$ cat src/rtl/pic_ctrl.sv
// Programmable interrupt controller: latches device request edges, arbitrates enabled
// pending sources by priority and presents the winner to the vector entry/return sequencer.
module pic_ctrl #(
    parameter int NUM_SRC   = 8,
    parameter int VECT_BASE = 8
) (
    input  logic               clk,
    input  logic               rst,
    input  logic [NUM_SRC-1:0] dev_req,
    input  logic               cfg_we,
    input  logic [2:0]         cfg_idx,
    input  logic [2:0]         cfg_pri,
    input  logic               cfg_en,
    input  logic [2:0]         curr_pri,
    input  logic               pic_ack,
    output logic [7:0]         pic_out,
    output logic [NUM_SRC-1:0] dev_ack,
    output logic               pend_any
);

    typedef enum logic [1:0] {
        IDLE,
        PRESENT,
        HOLD
    } state_t;

    state_t             state_q;
    logic [NUM_SRC-1:0] reqPrev_q;
    logic [NUM_SRC-1:0] pend_q;
    logic [NUM_SRC-1:0] en_q;
    logic [NUM_SRC-1:0] devAck_q;
    logic [2:0]         pri_q [NUM_SRC];
    logic [2:0]         sel_q;
    logic [7:0]         picOut_q;

    logic               winFound;
    logic [2:0]         winPri;
    logic [2:0]         winIdx;
    logic               eligible;
    logic [3:0]         winVect;
    logic [NUM_SRC-1:0] selOneHot;
    logic               retire;
    logic [NUM_SRC-1:0] pend_d;

    // Strict '>' keeps the lowest index on a priority tie.
    always_comb begin
        winFound = 1'b0;
        winPri   = 3'd0;
        winIdx   = 3'd0;
        for (int i = 0; i < NUM_SRC; i++) begin
            if (pend_q[i] && en_q[i] && (!winFound || (pri_q[i] > winPri))) begin
                winFound = 1'b1;
                winPri   = pri_q[i];
                winIdx   = 3'(i);
            end
        end
    end

    assign eligible = winFound && (winPri > curr_pri);
    assign winVect  = 4'(VECT_BASE + int'(winIdx));

    always_comb begin
        selOneHot = '0;
        for (int i = 0; i < NUM_SRC; i++) begin
            if (sel_q == 3'(i)) begin
                selOneHot[i] = 1'b1;
            end
        end
    end

    // A new request edge on the retiring source survives the retirement.
    assign retire = (state_q == PRESENT) && pic_ack;
    assign pend_d = (pend_q & ~(retire ? selOneHot : '0)) | (dev_req & ~reqPrev_q & en_q);

    always_ff @(posedge clk) begin
        if (rst) begin
            state_q   <= IDLE;
            reqPrev_q <= '0;
            pend_q    <= '0;
            en_q      <= '0;
            devAck_q  <= '0;
            sel_q     <= 3'd0;
            picOut_q  <= 8'h00;
            for (int i = 0; i < NUM_SRC; i++) begin
                pri_q[i] <= 3'd0;
            end
        end else begin
            reqPrev_q <= dev_req;
            pend_q    <= pend_d;
            devAck_q  <= '0;
            for (int i = 0; i < NUM_SRC; i++) begin
                if (cfg_we && (cfg_idx == 3'(i))) begin
                    pri_q[i] <= cfg_pri;
                    en_q[i]  <= cfg_en;
                end
            end
            case (state_q)
                IDLE: begin
                    if (eligible) begin
                        picOut_q <= {1'b1, winPri, winVect};
                        sel_q    <= winIdx;
                        state_q  <= PRESENT;
                    end
                end
                PRESENT: begin
                    if (pic_ack) begin
                        devAck_q    <= selOneHot;
                        picOut_q[7] <= 1'b0;
                        state_q     <= HOLD;
                    end else if (curr_pri >= picOut_q[6:4]) begin
                        picOut_q[7] <= 1'b0;
                        state_q     <= IDLE;
                    end
                end
                HOLD: begin
                    state_q <= IDLE;
                end
                default: begin
                    state_q <= IDLE;
                end
            endcase
        end
    end

    assign pic_out  = picOut_q;
    assign dev_ack  = devAck_q;
    assign pend_any = |pend_q;

endmodule

$ cat config.mk
export PLATFORM = sky130hd
export DESIGN_NAME = pic_ctrl
export DESIGN_NICKNAME = d
export VERILOG_FILES = /design/src/rtl/pic_ctrl.sv
export SDC_FILE = /design/constraint.sdc
export NUM_CORES = 1
export LEC_CHECK = 0
export CORE_MARGIN = 2
export CORE_UTILIZATION = 51
export DETAILED_ROUTE_END_ITERATION = 6
export PLACE_DENSITY = 0.77
export SLEW_MARGIN = 10
export SYNTH_ARGS = -nofsm -noshare
export SYNTH_HDL_FRONTEND = slang
export SYNTH_SLANG_ARGS = --single-unit
$ cat constraint.sdc
create_clock -name clk -period 10.51 [get_ports clk]
set_clock_uncertainty 0.05 [all_clocks]
set_input_delay 2.6275 -clock clk [delete_from_list [all_inputs] [get_ports clk]]
set_output_delay 2.6275 -clock clk [all_outputs]
set_load 0.03 [all_outputs]
==> impl_metrics.yaml <==
floorplanning:
  ios: 39
  dieArea_um2: 7723
  die_h_um: 87.88
  die_w_um: 87.88
  fp-row-count: 30
  initial_core_util_pct: 52.82
  core_area_um2: 6794
yosys:
  synth-seq-cells: 66
  synth_warnings: 0
  yosysUniqueCellTypes: 60
  syn_avg_cell_area_um2: 9.272
  synth_ff_type: "dfxtp_1"
  ys_seq_area_share_pct: 43.51
  yosys.area.top_type_share_pct: 23.43
  synth_fp_nets: 435
  synth_edf_count: 24
  synth_largest_area_cell: "dfxtp_1"
  synth_area_um2: 3588
  syn_inst: 387
  ys_top_cells_by_area: "dfxtp_1 23%, edfxtp_1 20%, ha_1 9.1%"
  async_reset_ff_share_pct: 0
global_route:
  grt_pass1_wl_um: 14450
  overflow: 0
  antenna_found_initial: 0
  grt_pass1_vias: 3071
  grt_use_total_pct: 24.39
  grt_max_degree: 27
setup_path:
  rrSetupSlack_ns: -0.30
  critPathArrivalTime_ns: 10.97
  critPathRequiredTime_ns: 10.68
  r2r_cells: 55
  end_kind: "flip-flop"
  crit_path_max_incr_delay_ns: 0.55
  critical_path.most_common_cell: "ha_4"
  start_kind: "flip-flop"
  worstSetupPathType: "flip-flop to flip-flop"
  timing.rr.end: "pic_out[5]"
  rr_startpoint: "en_q[0]"
  worstPathMaxFanout: 7
  cp_slowest_cell: "or4_4"
sta:
  whs_ns: 0.4300
  finalMaxSlewViolations: 0
  finalCritPeriodShare_pct: 102.8
  period_needed_ns: 10.81
  rsz0062_at_grt: "true"
  worstMarginPinSlew_ns: 0.9640
  setup-tns-final_ns: -1.925
  slew_headroom_pct: 35.73
  setup_slack_ns: -0.2956
  fmax_mhz: 92.54
  finalSetupViolCount: 9
  finalHoldViolCount: 0
routing:
  post_drt_wl_per_cell_um: 16.11
  first_pass_iters: 5
  drc_errors: 0
  detail_route.vias_per_cell: 5.588
  wl_um: 9376
  dr.first_iter.drc_count: 142
  ant_nets: 0
  num_vias: 3252
cts:
  cts_tree: "yes"
  htreeDepth: 3
  cts_buffers: 9
  clock-sinks: 66
  cts_buffer_depth: 2
  clkSlewWorstSetupHoldPaths_ns: 0.07
  cts_root_buffer: "clkbuf_8"
  clk-insertion-delay-late_ns: 0.33
min_path:
  holdCritStartpoint: "pic_out[3]"
  hold_path.class: "flip-flop to flip-flop"
  holdPathStages: 2
  hold_end: "pic_out[3]"
finish:
  n_antenna_cell: 0
  mostFrequentLayoutCell: "buf_4"
  syn2layout_area_growth_pct: 39.50
  fin_nets: 529
  mostFrequentLayoutCells: "51 x buf_4, 45 x nor2_1, 40 x dfxtp_1"
  drive_above_1_share_pct: 27.57
  n_fill_cell: 479
place:
  place_congestion: 0.9004
  portBuffers: 38
  hpwl_um: 6469
  post-place-ws_ns: -0.3561
power:
  power_density_nw_per_um2: 106.3
  vdd_ir_drop_max_uv: 117.2
  p_leak_nw: 2.025
  p_total_mw: 0.5322
job:
  cap_viol_max_count: 0
status:
  violations: "setup timing"
  status: "finished with violations"
-- area by class of cell --
type                       instances  area [µm²]  share of cell area [%]
tap                               96       120.1                   2.399
timing repair buffer              91       785.8                   15.70
inverter                          25       96.34                   1.925
multi-input combinational        288        2266                   45.26
clock buffer                      13       158.9                   3.174
clock inverter                     3       15.01                  0.2999
sequential                        66        1564                   31.24
-- critical path, delay by kind of cell (launching register included) --
| family | cells | cell delay, ns |
|---|---|---|
| flip-flops | 1 | 0.33 |
| buffers and inverters | 5 | 0.72 |
| AND/OR/NAND/NOR | 14 | 1.92 |
| adder cells (fa/ha/maj) | 8 | 2.19 |
| AO/OA/AOI/OAI | 28 | 5.44 |
-- cells by family after synthesis --
logic type	share of synthesized area, %
AND/OR/NAND/NOR	21.34
multiplexers	2.545
buffers and inverters	3.452
flip-flops	43.51
AO/OA/AOI/OAI	20.08
adder cells (fa/ha/maj)	9.065
-- per-layer routing --
| layer | GRT usage, % | vias up | wire length, µm |
|---|---|---|---|
| met1 | 33.49 | 1545 | 4344 |
| met4 | 11.05 | 0 | 167 |
| li1 | - | 1596 | - |
| met5 | 0 | - | 0 |
| met2 | 38.50 | 95 | 4413 |
| met3 | 3.205 | 16 | 451 |
-- where the power goes --
group / internal (mW) / leakage (nW) / switching [mW]
combinational: 0.0318 / 1.36 / 0.0311
clock: 0.0975 / 0.0932 / 0.0883
sequential: 0.275 / 0.574 / 0.00881
total: 0.404 / 2.02 / 0.128
-- synthesized netlist by cell type, types with 2 or more instances --
| cell type | n |
|---|---|
| a211o_1 | 3 |
| a211oi_1 | 7 |
| a21boi_0 | 2 |
| a21o_1 | 6 |
| a21oi_1 | 24 |
| a221oi_1 | 3 |
| a22oi_1 | 3 |
| a311oi_1 | 2 |
| a31oi_1 | 3 |
| a32oi_1 | 2 |
| and2_1 | 4 |
| and2_2 | 3 |
| and3_2 | 3 |
| clkbuf_1 | 7 |
| dfxtp_1 | 42 |
| edfxtp_1 | 24 |
| ha_1 | 26 |
| inv_1 | 25 |
| mux2i_1 | 8 |
| nand2_1 | 30 |
| nand2b_1 | 12 |
| nand3_1 | 8 |
| nand3b_1 | 11 |
| nand4_1 | 2 |
| nor2_1 | 49 |
| nor2b_1 | 14 |
| nor3_1 | 4 |
| nor4_1 | 3 |
| o211a_1 | 2 |
| o211ai_1 | 4 |
| o21a_1 | 5 |
| o21ai_0 | 14 |
| o21ai_1 | 3 |
| o21bai_1 | 2 |
| or3_1 | 2 |
-- state kept, by name, indices dropped and copies added, names as in the netlist --
register	flops
dev_ack	8
pic_out	6
pri_q	24
pend_q	8
state_q	2
sel_q	2
en_q	8
reqPrev_q	8
-- metrics by stage --
stage                     utilization [%]  area, µm²  std cells
after floorplan                         -       3647        387
after global placement              63.13       4289        536
after detailed placement            63.13       4289        536
after CTS                           69.52       4723        572
after global routing                73.68       5006        582
final                               73.68       5006        582
-- worst max path at each step --
| stage | start | end | slack, ns | cells past startpoint |
|---|---|---|---|---|
| 5_1_grt | en_q[0] | sel_q[1] | -0.77 | 54 |
| 6_report | en_q[0] | pic_out[5] | -0.30 | 55 |
| 4_1_cts | pend_q[0] | pic_out[5] | 0.0002 | 54 |
| 3_3_place_gp | pend_q[0] | pic_out[5] | -0.22 | 53 |
| 3_5_place_dp | pend_q[0] | pic_out[5] | -0.36 | 52 |
| 2_1_floorplan | en_q[0] | pic_out[5] | 0.006 | 52 |
-- timing repair --
item	CTS	global route
cloned	0	0
hold endpoints to repair	0	0
gates resized for setup	17	43
pin swaps	28	50
hold buffers	0	0
endpoints found under the setup margin	9	9
buffers inserted	20	11
(Power assumes the default switching activity.)
==> patch 1, RTL diff (same settings) <==
Register the inputs `cfg_we`, `cfg_idx`, `cfg_pri` and `cfg_en` before use, with the module's reset. The logic sees them one clock later. The other inputs are not delayed to match.
--- a/src/rtl/pic_ctrl.sv
+++ b/src/rtl/pic_ctrl.sv
@@ -25,2 +25,21 @@
     } state_t;
+
+    logic cfg_we_q;
+    logic [2:0] cfg_idx_q;
+    logic [2:0] cfg_pri_q;
+    logic cfg_en_q;
+
+    always_ff @(posedge clk) begin
+        if (rst) begin
+            cfg_we_q  <= '0;
+            cfg_idx_q <= '0;
+            cfg_pri_q <= '0;
+            cfg_en_q  <= '0;
+        end else begin
+            cfg_we_q  <= cfg_we;
+            cfg_idx_q <= cfg_idx;
+            cfg_pri_q <= cfg_pri;
+            cfg_en_q  <= cfg_en;
+        end
+    end
 
@@ -91,5 +110,5 @@
             for (int i = 0; i < NUM_SRC; i++) begin
-                if (cfg_we && (cfg_idx == 3'(i))) begin
-                    pri_q[i] <= cfg_pri;
-                    en_q[i]  <= cfg_en;
+                if (cfg_we_q && (cfg_idx_q == 3'(i))) begin
+                    pri_q[i] <= cfg_pri_q;
+                    en_q[i]  <= cfg_en_q;
                 end
Formal check against the unedited RTL: not equivalent (a bounded check fails within 4 cycles, from zero or initial values and one cycle with rst high).
==> patch 1 against the unedited design <==
The flow still finishes with violations (setup timing). Die area up 5.7%. Count of clock-buffer cells in the layout fell by 4. Sequential cell count rose by 8. Setup slack improved by 0.074 ns. Combinational power fell by 13%. Critical path depth is the same. Sequential share of layout area grew 1.3 points. Synthesized area is 6.0% higher. Highest routed layer unchanged. Largest cell class unchanged. Total power rose by 4.1%. Wire length rose by 5.9%. Non-clock buffer count increased by 5. Final area up 5.9%.
==> patch 1: results <==
export IMPL_ys_seq_area_share_pct=45.3
export IMPL_cp_arrival_ns=10.87
export IMPL_place_inst=557
export IMPL_drive_gt1_share_pct=29.6
export IMPL_rr_startpoint="pri_q[0][0]$_SDFFCE_PN0P_"
export IMPL_violations="setup timing"
export IMPL_drtIter0Drc=194
export IMPL_crit_path_start="pri_q[0][0]$_SDFFCE_PN0P_"
export IMPL_setup_tns_ns=-1.08
export IMPL_synth_area_leaders="dfxtp_1 26%, edfxtp_1 19%, ha_1 8.6%, nor2_1 4.8%, nor2b_1 3.6%"
export IMPL_grtUsageTotal_pct=23.1
export IMPL_setup_viol=8
export IMPL_synth_edf_count=24
export IMPL_nFillCells=511
export IMPL_hpwlAfterDp_mm=6.41
export IMPL_grt_pass1_wl_mm=15.0
export IMPL_status="complete, but fails checks"
export IMPL_syn_inst=404
export IMPL_via_count=3328
export IMPL_rr_worst_depth=55
export IMPL_clock_latency_ns=0.34
export IMPL_grt_pass1_vias=3235
export IMPL_leakagePower_nw=2.15
export IMPL_firstDrtPassIters=4
export IMPL_wirelength_mm=9.93
export IMPL_grt_max_degree=60
export IMPL_post_cts_buffers=21
export IMPL_syn_num_nets=452
export IMPL_cp_slowest_cell="or4_4"
export IMPL_final_setup_worst_slack_ns=-0.222
export IMPL_cp_top_family="compound AO/OA/AOI/OAI gates"
export IMPL_yosys_top_cells_count="50 x dfxtp_1, 49 x nor2_1, 30 x nand2_1, 26 x ha_1, 25 x inv_1"
export IMPL_fin_cells=606
export IMPL_cts_buffers=9
export IMPL_relSlewSlack_pct=28.3
export IMPL_path_max_fanout=8
export IMPL_place_congestion=0.944
export IMPL_ir_worst_vdd_uv=120
export IMPL_cts_repair_resize_count=18
export IMPL_pre_cts_slack_ns=-0.315
export IMPL_nNetsFinal=550
patch 1: cell count changes in the layout (fill, tap and decap cells not counted), moves of 3 or more:
cell,change
ha_1,-4
nor2b_1,+7
o21ai_2,+3
buf_6,+3
clkinv_4,+3
dfxtp_1,+8
patch 1: power breakdown:
| group | switching (mW) | internal (mW) | total (mW) | leakage [nW] |
|---|---|---|---|---|
| Sequential | 0.00935 | 0.305 | 0.314 | 0.638 |
| Clock | 0.100 | 0.0851 | 0.185 | 0.0927 |
| Combinational | 0.0266 | 0.0280 | 0.0546 | 1.41 |
| Total | 0.136 | 0.418 | 0.554 | 2.15 |
patch 1: area by class of cell:
class                           instances  area, µm²  area share, %
Sequential cell                        74       1720           32.5
Clock buffer                            9        124           2.34
Clock inverter                          7       46.3          0.873
Multi-Input combinational cell        296       2360           44.5
Tap cell                               99        124           2.34
Inverter                               25       96.3           1.82
Timing Repair Buffer                   96        830           15.6
patch 1: per-layer routing:
layer / up-vias / wire [µm] / global-route usage, %
li1: 1662 / - / -
met2: 87 / 4860 / 39.5
met5: - / 0 / 0
met1: 1563 / 4460 / 29.2
met3: 16 / 432 / 3.84
met4: 0 / 175 / 9.36
patch 1: through the flow:
| step | area, µm² | hold WS [ns] |
|---|---|---|
| after floorplan | 3860 | 0.412 |
| after global placement | 4510 | 0.402 |
| after detailed placement | 4510 | 0.420 |
| after CTS | 4920 | 0.438 |
| after global routing | 5300 | 0.467 |
| final | 5300 | 0.433 |
patch 1: kinds of logic (layout without fill, tap and decap cells):
group	after synthesis	count (layout)	synth area share, %
simple gates	159	159	21.5
fa+ha+maj	26	26	8.56
flops	74	74	45.3
compound gates	102	102	19.0
buf+inv	34	137	3.36
mux	9	9	2.40
==> patch 2, RTL diff (config.mk and constraints unchanged) <==
Without the edit above. Set the parameter `NUM_SRC` to 16 (it was 8).
--- a/src/rtl/pic_ctrl.sv
+++ b/src/rtl/pic_ctrl.sv
@@ -3,3 +3,3 @@
 module pic_ctrl #(
-    parameter int NUM_SRC   = 8,
+    parameter int NUM_SRC   = 16,
     parameter int VECT_BASE = 8
Ports: changed (resized dev_ack and dev_req); port bits go from 39 to 55. The function was not compared with the original's and may differ.
==> patch 2 against the unedited design <==
The flow still finishes with violations (setup timing). Sequential cell count rose by 34. Wire length rose to 2.9 times the old value. Critical path depth is 70 higher. Total power grew 71%. Die area grew 63%. Setup slack worse by 11 ns. Core utilization increased by 9.5 points. Final area grew 90%. Fmax down 50%. Synthesized area rose by 66%. Critical path type unchanged. Largest power group unchanged.
==> patch 2: results <==
export IMPL_seq_share_pct=25.5
export IMPL_buf_share_pct=24.1
export IMPL_p_total_mw=0.909
export IMPL_grtUsageTotal_pct=35.7
export IMPL_ir_worst_vdd_uv=132
export IMPL_clock_power_share_pct=36.7
export IMPL_yosysTopAreaCell="edfxtp_1"
export IMPL_wirelength_mm=27.4
export IMPL_met3_length_mm=2.93
export IMPL_multi_input_gates=489
export IMPL_syn_inst=669
export IMPL_wl_met2_mm=12.7
export IMPL_use_met1_pct=41.7
export IMPL_slowest_delay_ns=0.46
export IMPL_grt_max_degree=70
export IMPL_setup_viol=9
export IMPL_setup_tns_ns=-98.96
export IMPL_placed_area_um2=8060
export IMPL_drtIter0Drc=1155
export IMPL_cts_repair_resize_count=58
export IMPL_ys_seq_area_share_pct=40.6
export IMPL_grt_pass1_vias=6826
export IMPL_place_congestion=0.948
export IMPL_post_cts_buffers=55
export IMPL_cp_slowest_cell="o41ai_4"
export IMPL_fin_cells=1087
export IMPL_nNonClkInverters=56
export IMPL_via_count=7073
export IMPL_rr_worst_depth=125
export IMPL_hpwlAfterDp_mm=14.6
export IMPL_firstDrtPassIters=6
export IMPL_n_sequential_cell=100
export IMPL_synth_edf_count=42
export IMPL_synth_top_family_by_area="compound AO/OA/AOI/OAI gates"
export IMPL_powerDensity_nw_per_um2=95.7
export IMPL_combPwrFrac_pct=14.8
export IMPL_synth_compound_area_share_pct=21.9
export IMPL_status="complete, but fails checks"
export IMPL_buffers=283
export IMPL_synth_area_leaders="edfxtp_1 21%, dfxtp_1 19%, ha_1 8.8%, nor2_1 6.2%, inv_1 3.4%"
export IMPL_final_setup_worst_slack_ns=-11.27
export IMPL_grt_use_met3_pct=6.37
export IMPL_violations="setup timing"
export IMPL_met2_usage_pct=60.6
export IMPL_relSlewSlack_pct=47.6
export IMPL_yosys_top_cells_count="99 x nor2_1, 58 x dfxtp_1, 54 x inv_1, 49 x nand2_1"
[patch 2: cell count changes after synthesis, moves of 8 or more]
cell,change
nor2_1,+50
inv_1,+29
buf_4,+8
ha_1,+16
nand2_1,+19
nand3b_1,-10
nand3_1,+14
a21oi_1,+11
edfxtp_1,+18
dfxtp_1,+16
nor2b_1,+18
a32oi_1,+14
[patch 2: worst paths after layout]
kind / start / endpoint / slack (ns)
min: pic_out[3]$_SDFFE_PP0P_ / pic_out[3]$_SDFFE_PP0P_ / 0.48
max: pend_q[0]$_SDFF_PP0_ / pic_out[5]$_SDFFE_PP0P_ / -11.27
min reg2reg: pic_out[3]$_SDFFE_PP0P_ / pic_out[3]$_SDFFE_PP0P_ / 0.48
max reg2reg: pend_q[0]$_SDFF_PP0_ / pic_out[5]$_SDFFE_PP0P_ / -11.27
